File: config.mk
export PLATFORM = sky130hd
export DESIGN_NAME = vector_operand_loader
export DESIGN_NICKNAME = d
export VERILOG_FILES = /design/src/rtl/vector_operand_loader.sv
export SDC_FILE = /design/constraint.sdc
export NUM_CORES = 1
export LEC_CHECK = 0
export CORE_MARGIN = 2
export CORE_UTILIZATION = 55
export DETAILED_ROUTE_END_ITERATION = 10
export PLACE_DENSITY_LB_ADDON = 0.1
export SYNTH_ARGS = -nofsm -noshare
export SYNTH_HDL_FRONTEND = slang
export SYNTH_SLANG_ARGS = --single-unit
export TNS_END_PERCENT = 1
File: constraint.sdc
create_clock -name clk -period 10.1 [get_ports clk]
set_input_delay 2.02 -clock clk [delete_from_list [all_inputs] [get_ports clk]]
set_output_delay 2.02 -clock clk [all_outputs]
set_load 0.03 [all_outputs]
File: src/rtl/vector_operand_loader.sv
// Stream-to-vector front end: parses LOAD_A / LOAD_B / EXEC frames from a word stream
// into operand vectors, lengths and ALU controls. Optional VLOAD_ZERO_FILL_EN clears the target on LEN.
module vector_operand_loader #(
  parameter int BITS = 8,
  parameter int N    = 4
) (
  input  logic            clk,
  input  logic            rst,
  input  logic [BITS-1:0] in_data,
  input  logic            in_valid,
  output logic            in_ready,
  output logic [BITS-1:0] A [N-1:0],
  output logic [7:0]      A_len,
  output logic [BITS-1:0] B [N-1:0],
  output logic [7:0]      B_len,
  output logic [BITS-1:0] scalar,
  output logic [2:0]      op_sel,
  output logic            scalar_sel,
  output logic            set,
  output logic            en,
  output logic            overflow,
  output logic            cmd_err
);

  typedef enum logic [2:0] {S_IDLE, S_LEN, S_DATA, S_DRAIN, S_SCALAR, S_ISSUE} state_e;

  state_e          state_q, state_d;
  logic [7:0]      idx_q, idx_d, len_q, len_d, a_len_q, a_len_d, b_len_q, b_len_d;
  logic            tgt_q, tgt_d, pssel_q, pssel_d, ssel_q, ssel_d;
  logic [2:0]      pop_q, pop_d, op_q, op_d;
  logic [BITS-1:0] scalar_q, scalar_d;
  logic [BITS-1:0] a_q [N-1:0];
  logic [BITS-1:0] a_d [N-1:0];
  logic [BITS-1:0] b_q [N-1:0];
  logic [BITS-1:0] b_d [N-1:0];
  logic            en_q, en_d, ovf_q, ovf_d, err_q, err_d;
  logic            xfer, commit;
  logic [7:0]      cap_len, commit_len;
  logic [8:0]      idx_nxt;

  localparam logic [8:0] NCAP = 9'(N);

  assign xfer    = in_valid & in_ready;
  assign idx_nxt = {1'b0, idx_q} + 9'd1;
  assign cap_len = ({1'b0, len_q} > NCAP) ? 8'(N) : len_q;

  always_ff @(posedge clk or posedge rst) begin
    if (rst) begin
      state_q  <= S_IDLE;
      idx_q    <= '0;
      len_q    <= '0;
      tgt_q    <= 1'b0;
      pop_q    <= '0;
      pssel_q  <= 1'b0;
      a_q      <= '{default: '0};
      b_q      <= '{default: '0};
      a_len_q  <= '0;
      b_len_q  <= '0;
      scalar_q <= '0;
      op_q     <= '0;
      ssel_q   <= 1'b0;
      en_q     <= 1'b0;
      ovf_q    <= 1'b0;
      err_q    <= 1'b0;
    end else begin
      state_q  <= state_d;
      idx_q    <= idx_d;
      len_q    <= len_d;
      tgt_q    <= tgt_d;
      pop_q    <= pop_d;
      pssel_q  <= pssel_d;
      a_q      <= a_d;
      b_q      <= b_d;
      a_len_q  <= a_len_d;
      b_len_q  <= b_len_d;
      scalar_q <= scalar_d;
      op_q     <= op_d;
      ssel_q   <= ssel_d;
      en_q     <= en_d;
      ovf_q    <= ovf_d;
      err_q    <= err_d;
    end
  end

  always_comb begin
    state_d = state_q;
    case (state_q)
      S_IDLE:   if (xfer) begin
                  case (in_data[1:0])
                    2'd0, 2'd1: state_d = S_LEN;
                    2'd2:       state_d = S_SCALAR;
                    default:    state_d = S_IDLE;
                  endcase
                end
      S_LEN:    if (xfer) state_d = (in_data[7:0] == 8'd0) ? S_IDLE : S_DATA;
      // Last in-range element either finishes the frame or hands the tail to DRAIN.
      S_DATA:   if (xfer) begin
                  if (idx_nxt == {1'b0, len_q}) state_d = S_IDLE;
                  else if (idx_nxt == NCAP)     state_d = S_DRAIN;
                end
      S_DRAIN:  if (xfer && idx_nxt == {1'b0, len_q}) state_d = S_IDLE;
      S_SCALAR: if (xfer) state_d = S_ISSUE;
      S_ISSUE:  state_d = S_IDLE;
      default:  state_d = S_IDLE;
    endcase
  end

  always_comb begin
    idx_d = idx_q;  len_d = len_q;  tgt_d = tgt_q;  pop_d = pop_q;  pssel_d = pssel_q;
    a_d = a_q;  b_d = b_q;  a_len_d = a_len_q;  b_len_d = b_len_q;
    scalar_d = scalar_q;  op_d = op_q;  ssel_d = ssel_q;
    en_d = en_q;  ovf_d = ovf_q;  err_d = err_q;
    commit = 1'b0;  commit_len = '0;
    case (state_q)
      S_IDLE: if (xfer) begin
        tgt_d   = in_data[0];
        pop_d   = in_data[4:2];
        pssel_d = in_data[5];
        if (in_data[1:0] == 2'd3) err_d = 1'b1;
      end
      S_LEN: if (xfer) begin
        len_d = in_data[7:0];
        idx_d = '0;
`ifdef VLOAD_ZERO_FILL_EN
        for (int i = 0; i < N; i++) begin
          if (tgt_q) b_d[i] = '0;
          else       a_d[i] = '0;
        end
`endif
        if (in_data[7:0] == 8'd0) commit = 1'b1;
      end
      S_DATA: if (xfer) begin
        for (int i = 0; i < N; i++) begin
          if (idx_q == 8'(i)) begin
            if (tgt_q) b_d[i] = in_data;
            else       a_d[i] = in_data;
          end
        end
        idx_d      = idx_nxt[7:0];
        commit_len = cap_len;
        if (idx_nxt == {1'b0, len_q}) commit = 1'b1;
        else if (idx_nxt == NCAP)     ovf_d  = 1'b1;
      end
      S_DRAIN: if (xfer) begin
        idx_d      = idx_nxt[7:0];
        commit_len = cap_len;
        if (idx_nxt == {1'b0, len_q}) commit = 1'b1;
      end
      S_SCALAR: if (xfer) begin
        scalar_d = in_data;
        op_d     = pop_q;
        ssel_d   = pssel_q;
      end
      S_ISSUE: en_d = 1'b1;
      default: ;
    endcase
    if (commit) begin
      if (tgt_q) b_len_d = commit_len;
      else       a_len_d = commit_len;
    end
  end

  always_comb begin
    in_ready = 1'b0;
    set      = 1'b0;
    if (!rst) in_ready = (state_q != S_ISSUE);
    if (state_q == S_ISSUE) set = 1'b1;
  end

  assign A          = a_q;
  assign B          = b_q;
  assign A_len      = a_len_q;
  assign B_len      = b_len_q;
  assign scalar     = scalar_q;
  assign op_sel     = op_q;
  assign scalar_sel = ssel_q;
  assign en         = en_q;
  assign overflow   = ovf_q;
  assign cmd_err    = err_q;

endmodule

==> results summary, run 1 <==
The met3 track utilization from global routing is 10.3%. The power share of the sequential group is 36.3%. The net switching power figure came out at 706 uW. The compound-gate portion of the synthesized area is 10.2%. The number of nets in the synthesized netlist is 434.

The number of cell rows is 35. STA classifies the critical path startpoint as a primary input. The number of global-route vias before repair was 4006. Leaving out fill and tap cells, the most frequent cells in the layout are dfrtp_1, clkdlybuf4s50_1, mux2_2. The later pin in the worst-skew pair is clocked with a latency of 0.53 ns. The final max-slew violation count is 0. The initial antenna violation count came out at 0.

The storage element area came out at 0.00298 sq mm. The total of flip-flops plus latches after synthesis came out at 119. In the final layout, the multi-input gates occupy 0.00205 sq mm.

The post-CTS setup-driven buffer insertion count is 0. The adder and majority gate portion of the synthesized area came out at 0.972%. The average instance in the mapped netlist occupies 12.3 sq um.

The leakage power total came out at 3.08 nW. The worst IR drop on VDD came out at 0.174 mV. The max-slew headroom at the worst pin came out at 25.4%. The number of DRC violations after detailed routing came out at 0. Leaving out filler cells and counting taps, the final layout contains 647. The count of antenna-violating nets left after detailed routing is 0. The number of levels the H-tree was split into came out at 4. The routed wire length is 12900 um. The sequential area share after synthesis is 57.8%.

The count of TritonRoute iterations in the first routing pass is 4. Cells with a size suffix above 1 make up 22.6% of the layout. The count of final hold-check violations was 0.

Of all flip-flops after synthesis, the portion carrying an async set or reset was 100%. The maximum clock rate is 187 MHz. The congestion estimate from routability-driven global placement came to 0.844. Global routing finished with a remaining overflow of 0.

At the worst endpoint, the required time is 8.08 ns. The average via count per standard cell came out at 5.87. The total clock buffers created by CTS is 17. After filler insertion, the fill cell instance count of the layout stands at 599.

The number of max-cap violations came out at 0. The combinational cell fraction of total power is 33.1%. Setup violations remaining at the end of the flow were counted as 0. The core region is 0.00915 sq mm. The initial cell density of the core came out at 56.3%. The count of flip-flops with a built-in enable after synthesis came out at 0.

The run finished with clean final reports. The share of the core filled with cells came out at 74.9%. For met1 alone, demand over resource in global routing was 31.8%. The antenna diode instance count came out at 0. The global-route wire length before repair came out at 20700 um. The routed wirelength normalized by instance count came out at 19.9 um. For this design, the CTS-stage hold fixing added 0 buffers. The largest net degree at the start of global routing came out at 70.

In the global route stage, overall resource usage came out at 27.1%. The data arrival at the endpoint of the critical path is 3.32 ns. By area, the combinational part of the netlist is dominated by multiplexers. The most frequently used flop master after synthesis is dfrtp_1. The share of total power consumed by net switching came out at 36.5%.

Dividing total power by cell area gives a power density of 283 mW/mm^2. The number of gates resized after cts came out at 0. The total number of yosys warnings is 0. The global routing's busiest layer is met2. The clock tree buffer depth came out at 2. The via count came out at 3801. In this run the vertical extent of the chip is 101 um. The synthesized netlist devotes 9.45% of its cell area to simple gates.

The half-perimeter wire length after detailed placement came out at 8050 um. The root buffer cell chosen for the clock tree is clkbuf_8. The width of the chip came out at 101 um. The cell area after synthesis came out at 0.00515 sq mm. The die area is 0.0102 sq mm. Across the routed clock network, the largest skew measured is 0.0111 ns. The number of design-rule violations left by the first detailed-router iteration is 278.

Leaving out fill and tap cells, the most frequent cell in the layout is dfrtp_1. The clock net sink count is 119. The final period utilization came out at 52.9%. TritonCTS built the clock tree. The post-synthesis to final-layout area growth is 33.1%.

In this run, placement finished with an instance count of 615. The largest driver fanout on the critical path is 3. The number of instances in the synthesized netlist is 419. The share of total power dissipated in the clock network is 30.6%.

The number of primary I/O pins came out at 108. The worst hold path belongs to the class reg2reg. The clock transition at the register clock pins on the worst setup and hold paths after CTS came out at 0.06 ns. After routing, the total negative slack on setup checks comes to 0 ns. Internal power comes to 1.23 mW. At the pin with the least slew margin, the transition time is 1.11 ns. Setup repair after global routing left no endpoint under its margin. The count of buffers from port buffering came out at 107. In the final design database the tool counted 538 nets. The critical setup path kind is in2out. The met2 track utilization from global routing came out at 44.9%. The count of distinct cell types in the synthesized netlist came out at 50. The area share of xor/xnor cells in the synthesized design is 1.19%. The time the worst path needs with I/O delays and setup is 5.34 ns. The multiplexer share of the synthesized area came out at 17.9%. STA classifies the critical path endpoint as an output pin.
-- flip-flops by register name (all words and copies together) (netlist names) --
register and cells:
A 32, A_len 8, B 32, B_len 8, cmd_err 1, en 1
idx_q 8, len_q 8, op_sel 3, overflow 1, pop_q 3, pssel_q 1
scalar 8, scalar_sel 1, state_q 3, tgt_q 1
-- power by group through the flow --
stage / logic [mW] / registers, mW / clock network, mW
global placement: 0.626 / 0.697 / 0
detailed placement: 0.636 / 0.706 / 0
finish: 0.641 / 0.704 / 0.592
CTS: 0.645 / 0.703 / 0.598
global route: 0.681 / 0.723 / 0.620
floorplan: 0.242 / 0.847 / 0
-- per-layer routing --
layer	vias to the layer above	wire length (um)
li1	1717	-
met1	1922	4980
met2	135	6580
met3	27	1020
met4	0	266
met5	-	0
-- cells in the mapped netlist (5+ instances only) --
cell | n | area, sq um
dfrtp_1 | 119 | 2980
mux2_2 | 75 | 845
o21ai_0 | 46 | 230
nand2_1 | 33 | 124
clkbuf_1 | 15 | 56.3
nand3_1 | 13 | 65.1
nor2_1 | 13 | 48.8
inv_1 | 8 | 30.0
buf_2 | 6 | 30.0
mux2_1 | 6 | 67.6
nor3_1 | 6 | 30.0
a31oi_1 | 5 | 31.3
nor2b_1 | 5 | 31.3
nor4_1 | 5 | 31.3
-- worst max-delay path, stage by stage --
cell and delay [ns]:
clkdlybuf4s50_1 0.47, nor2_1 0.14, clkdlybuf4s50_1 0.68
-- per-stage QoR --
step,instance area (sq um),power (mW),hold slack [ns],setup slack (ns)
floorplan,5150,1.09,0.477,3.77
global placement,6270,1.32,0.454,4.78
detailed placement,6270,1.34,0.456,4.76
CTS,6860,1.95,0.474,4.76
global route,6860,2.02,0.501,4.71
finish,6860,1.94,0.474,4.76
-- worst paths after layout --
path | startpoint | to | slack, ns | cells after the start
worst max-delay path | rst | in_ready | 4.76 | 3
worst min-delay path | en | en | 0.47 | 1
worst max register to register | idx_q[0] | state_q[0] | 7.09 | 7
worst min register to register | en | en | 0.47 | 1
max in group asynchronous | rst | B[26] | 6.86 | 3
min in group asynchronous | rst | en | 2.08 | 2
-- kinds of logic after synthesis --
logic type,after synthesis
adders and majority gates,4
AOI/OAI and AO/OA,80
DFF,119
and+or+nand+nor,96
xor gates and xnor gates,7
muxes,82
buffers and inverters,31
-- area by class of cell --
cell class              instances  area share [%]
clock buffers                  18            6.10
inverters                       8           0.475
multi-input cells             269            29.8
clock inverters                14            2.39
repair buffers                108            15.7
flip-flops and latches        119            43.4
well taps                     111            2.03
(Power assumes the default switching activity.)
==> run 2, diff against run 1 <==
Settings changed: CORE_UTILIZATION 55 to 46.
Clock period 10.1 ns to 4.5 ns, I/O delays scaled along.
==> run 2 against run 1 <==
Net effect: wire length up 0.51%; highest routed layer unchanged; global-route usage down 4.4 points; largest power group unchanged; clock skew up 0.0016 ns; first-iteration DRC count down 35%; combinational power up 120%.
==> results summary, run 2 (synthesis results as in run 1) <==
The flow ran to the end, and the final reports show no timing, DRC or antenna violations. The type of the worst min-delay path is reg2reg. The number of levels the H-tree was split into came out at 4. Along the worst path, the maximum fanout reaches 8. Once layout is complete, the utilization of the core stands at 63.7%. The area after detailed placement came out at 0.00633 sq mm. The leakage power total is 3.11 nW. The first global-routing pass estimated 20400 um of wire. The number of gates resized after cts is 0. Counting along the longest clock path gives a buffer depth of 2. The transition time at the pin with the least slew margin came out at 1.07 ns.

The count of TritonRoute iterations in the first routing pass is 5. Together, buffers and inverters on the worst path number 2. Setup violations remaining at the end of the flow were counted as 0. The share of post-route cells with drive strength above 1 came out at 22.9%. The detailed router used layers up to and including met4.

The cell chosen for the clock root is clkbuf_8. The clock net sink count is 119. The net count of the finished layout came out at 540. Wires add up to 12900 um.

The TritonCTS clock tree is done. The count of filler cells inserted in the layout came out at 913. The half-perimeter wire length after detailed placement came out at 8450 um. After floorplanning, the core was divided into 38 placement rows.

The max-slew headroom at the worst pin came out at 28.7%. The number of design-rule violations left by the first detailed-router iteration came out at 180. The critical path goes through inv_1 > nor3b_1 > nor2_1 > clkdlybuf4s50_1. The final max-slew violation count came out at 0. At the worst endpoint, the arrival time is 2.45 ns. The final period utilization is 74.5%.

The setup path with the least slack is of type reg2out. Among cell families on the critical path, the largest total delay comes from buffers and inverters. The area inside the core boundary came out at 0.0109 sq mm. The time the worst path needs with I/O delays and setup is 3.35 ns.

The length of routed met2 wiring came out at 6400 um. The count of antenna-violating nets left after detailed routing is 0. VDD sags by at most 0.559 mV.

The last weighted congestion value of the routability-driven placer is 0.823. The number of max-cap violations is 0. After clock tree synthesis, the setup repair step added 0 buffers. Setup repair after global routing left no endpoint under its margin. The number of antenna diodes in the final layout is 0. In this run the power density over the cells is 634 mW/mm^2. The maximum clock rate is 298 MHz. In the final timing run, aggregate negative setup slack is 0 ns.

The worst clock skew is 0.0127 ns. The height of the chip is 110 um. The delay contributed by the slowest stage of the critical path came out at 0.63 ns. In the routed design, unresolved DRC markers number 0. STA puts the critical path data required time at 3.60 ns. Across all hold checks on the routed design, the worst slack comes to 0.469 ns.

The post-synthesis to final-layout area growth is 34.6%. The met3 wire length came out at 785 um. In the layout the commonest cells are dfrtp_1, clkdlybuf4s50_1, mux2_2. Summed over all layers, the global routing overflow is 0.

TritonCTS created 17 clock buffers. Input and output buffers added on the ports amount to 107. Buffers inserted to repair hold after CTS numbered 0.

The initial antenna violation count is 0. The die area came out at 0.0121 sq mm. The slowest stage of the critical path is the clkdlybuf4s50_1 cell. The total routing resource utilization after global routing came out at 22.7%. The library cell used most frequently in the layout, excluding fill and tap cells, is dfrtp_1. The initial cell density of the core is 47.3%.

The width of the chip came out at 110 um. The worst setup path is captured at an output pin. The count of final hold-check violations came out at 0. The final route contains 3765 vias.

The startpoint type of the worst setup path is a register. The routed wirelength normalized by instance count came out at 19.1 um. The clock transition at the register clock pins on the worst setup and hold paths after CTS came out at 0.06 ns. The cell area after layout came out at 0.00693 sq mm. The average via count per standard cell is 5.55.

The largest net degree at the start of global routing is 86. The detailed router put a total of 5590 um of wire on met1. 108 I/O pins were placed. The clock latency at the later pin of the worst-skew pair is 0.51 ns. The number of global-route vias before repair came out at 3852.
-- run 2: worst paths after layout --
| check | startpoint | endpoint | slack, ns | cells after the start |
|---|---|---|---|---|
| worst max-delay path | state_q[2] | in_ready | 1.15 | 4 |
| worst min-delay path | en | en | 0.47 | 1 |
| worst max register to register | state_q[1] | A[25] | 1.42 | 5 |
| worst min register to register | en | en | 0.47 | 1 |
| max in group asynchronous | rst | cmd_err | 2.13 | 4 |
| min in group asynchronous | rst | B_len[6] | 0.94 | 3 |
-- run 2: worst reg2reg max path: cells and delay by family, from the launching register on --
family | cells | cell delay [ns]
and+or+nand+nor | 4 | 2.05
muxes | 1 | 0.41
DFF | 1 | 0.51
-- run 2: layout make-up --
cell class / instances / area, sq um / share of cell area (%)
clock buffers: 18 / 418 / 6.03
clock inverters: 14 / 188 / 2.71
inverters: 8 / 33.8 / 0.487
multi-input cells: 269 / 2050 / 29.5
flip-flops and latches: 119 / 2980 / 43.0
well taps: 140 / 175 / 2.53
repair buffers: 110 / 1090 / 15.8
-- run 2: power by group --
part / switching [mW] / total (mW) / internal, mW
sequential: 0.238 / 1.58 / 1.34
clock: 0.516 / 1.38 / 0.859
combinational: 0.819 / 1.44 / 0.619
total: 1.57 / 4.39 / 2.82
-- run 2: metrics by stage --
step | worst slack, ns | instances | power [mW]
after floorplan | 0.396 | 419 | 2.45
after global placement | 0.803 | 646 | 3.00
after detailed placement | 0.731 | 646 | 3.03
after CTS | 1.16 | 678 | 4.42
after global routing | 1.04 | 678 | 4.61
final | 1.15 | 678 | 4.39
-- run 2: metal layers --
layer / GRT usage, % / vias to the layer above
met5: 0 / -
met4: 5.70 / 0
met3: 8.54 / 12
met2: 36.4 / 102
met1: 29.3 / 1928
li1: - / 1723
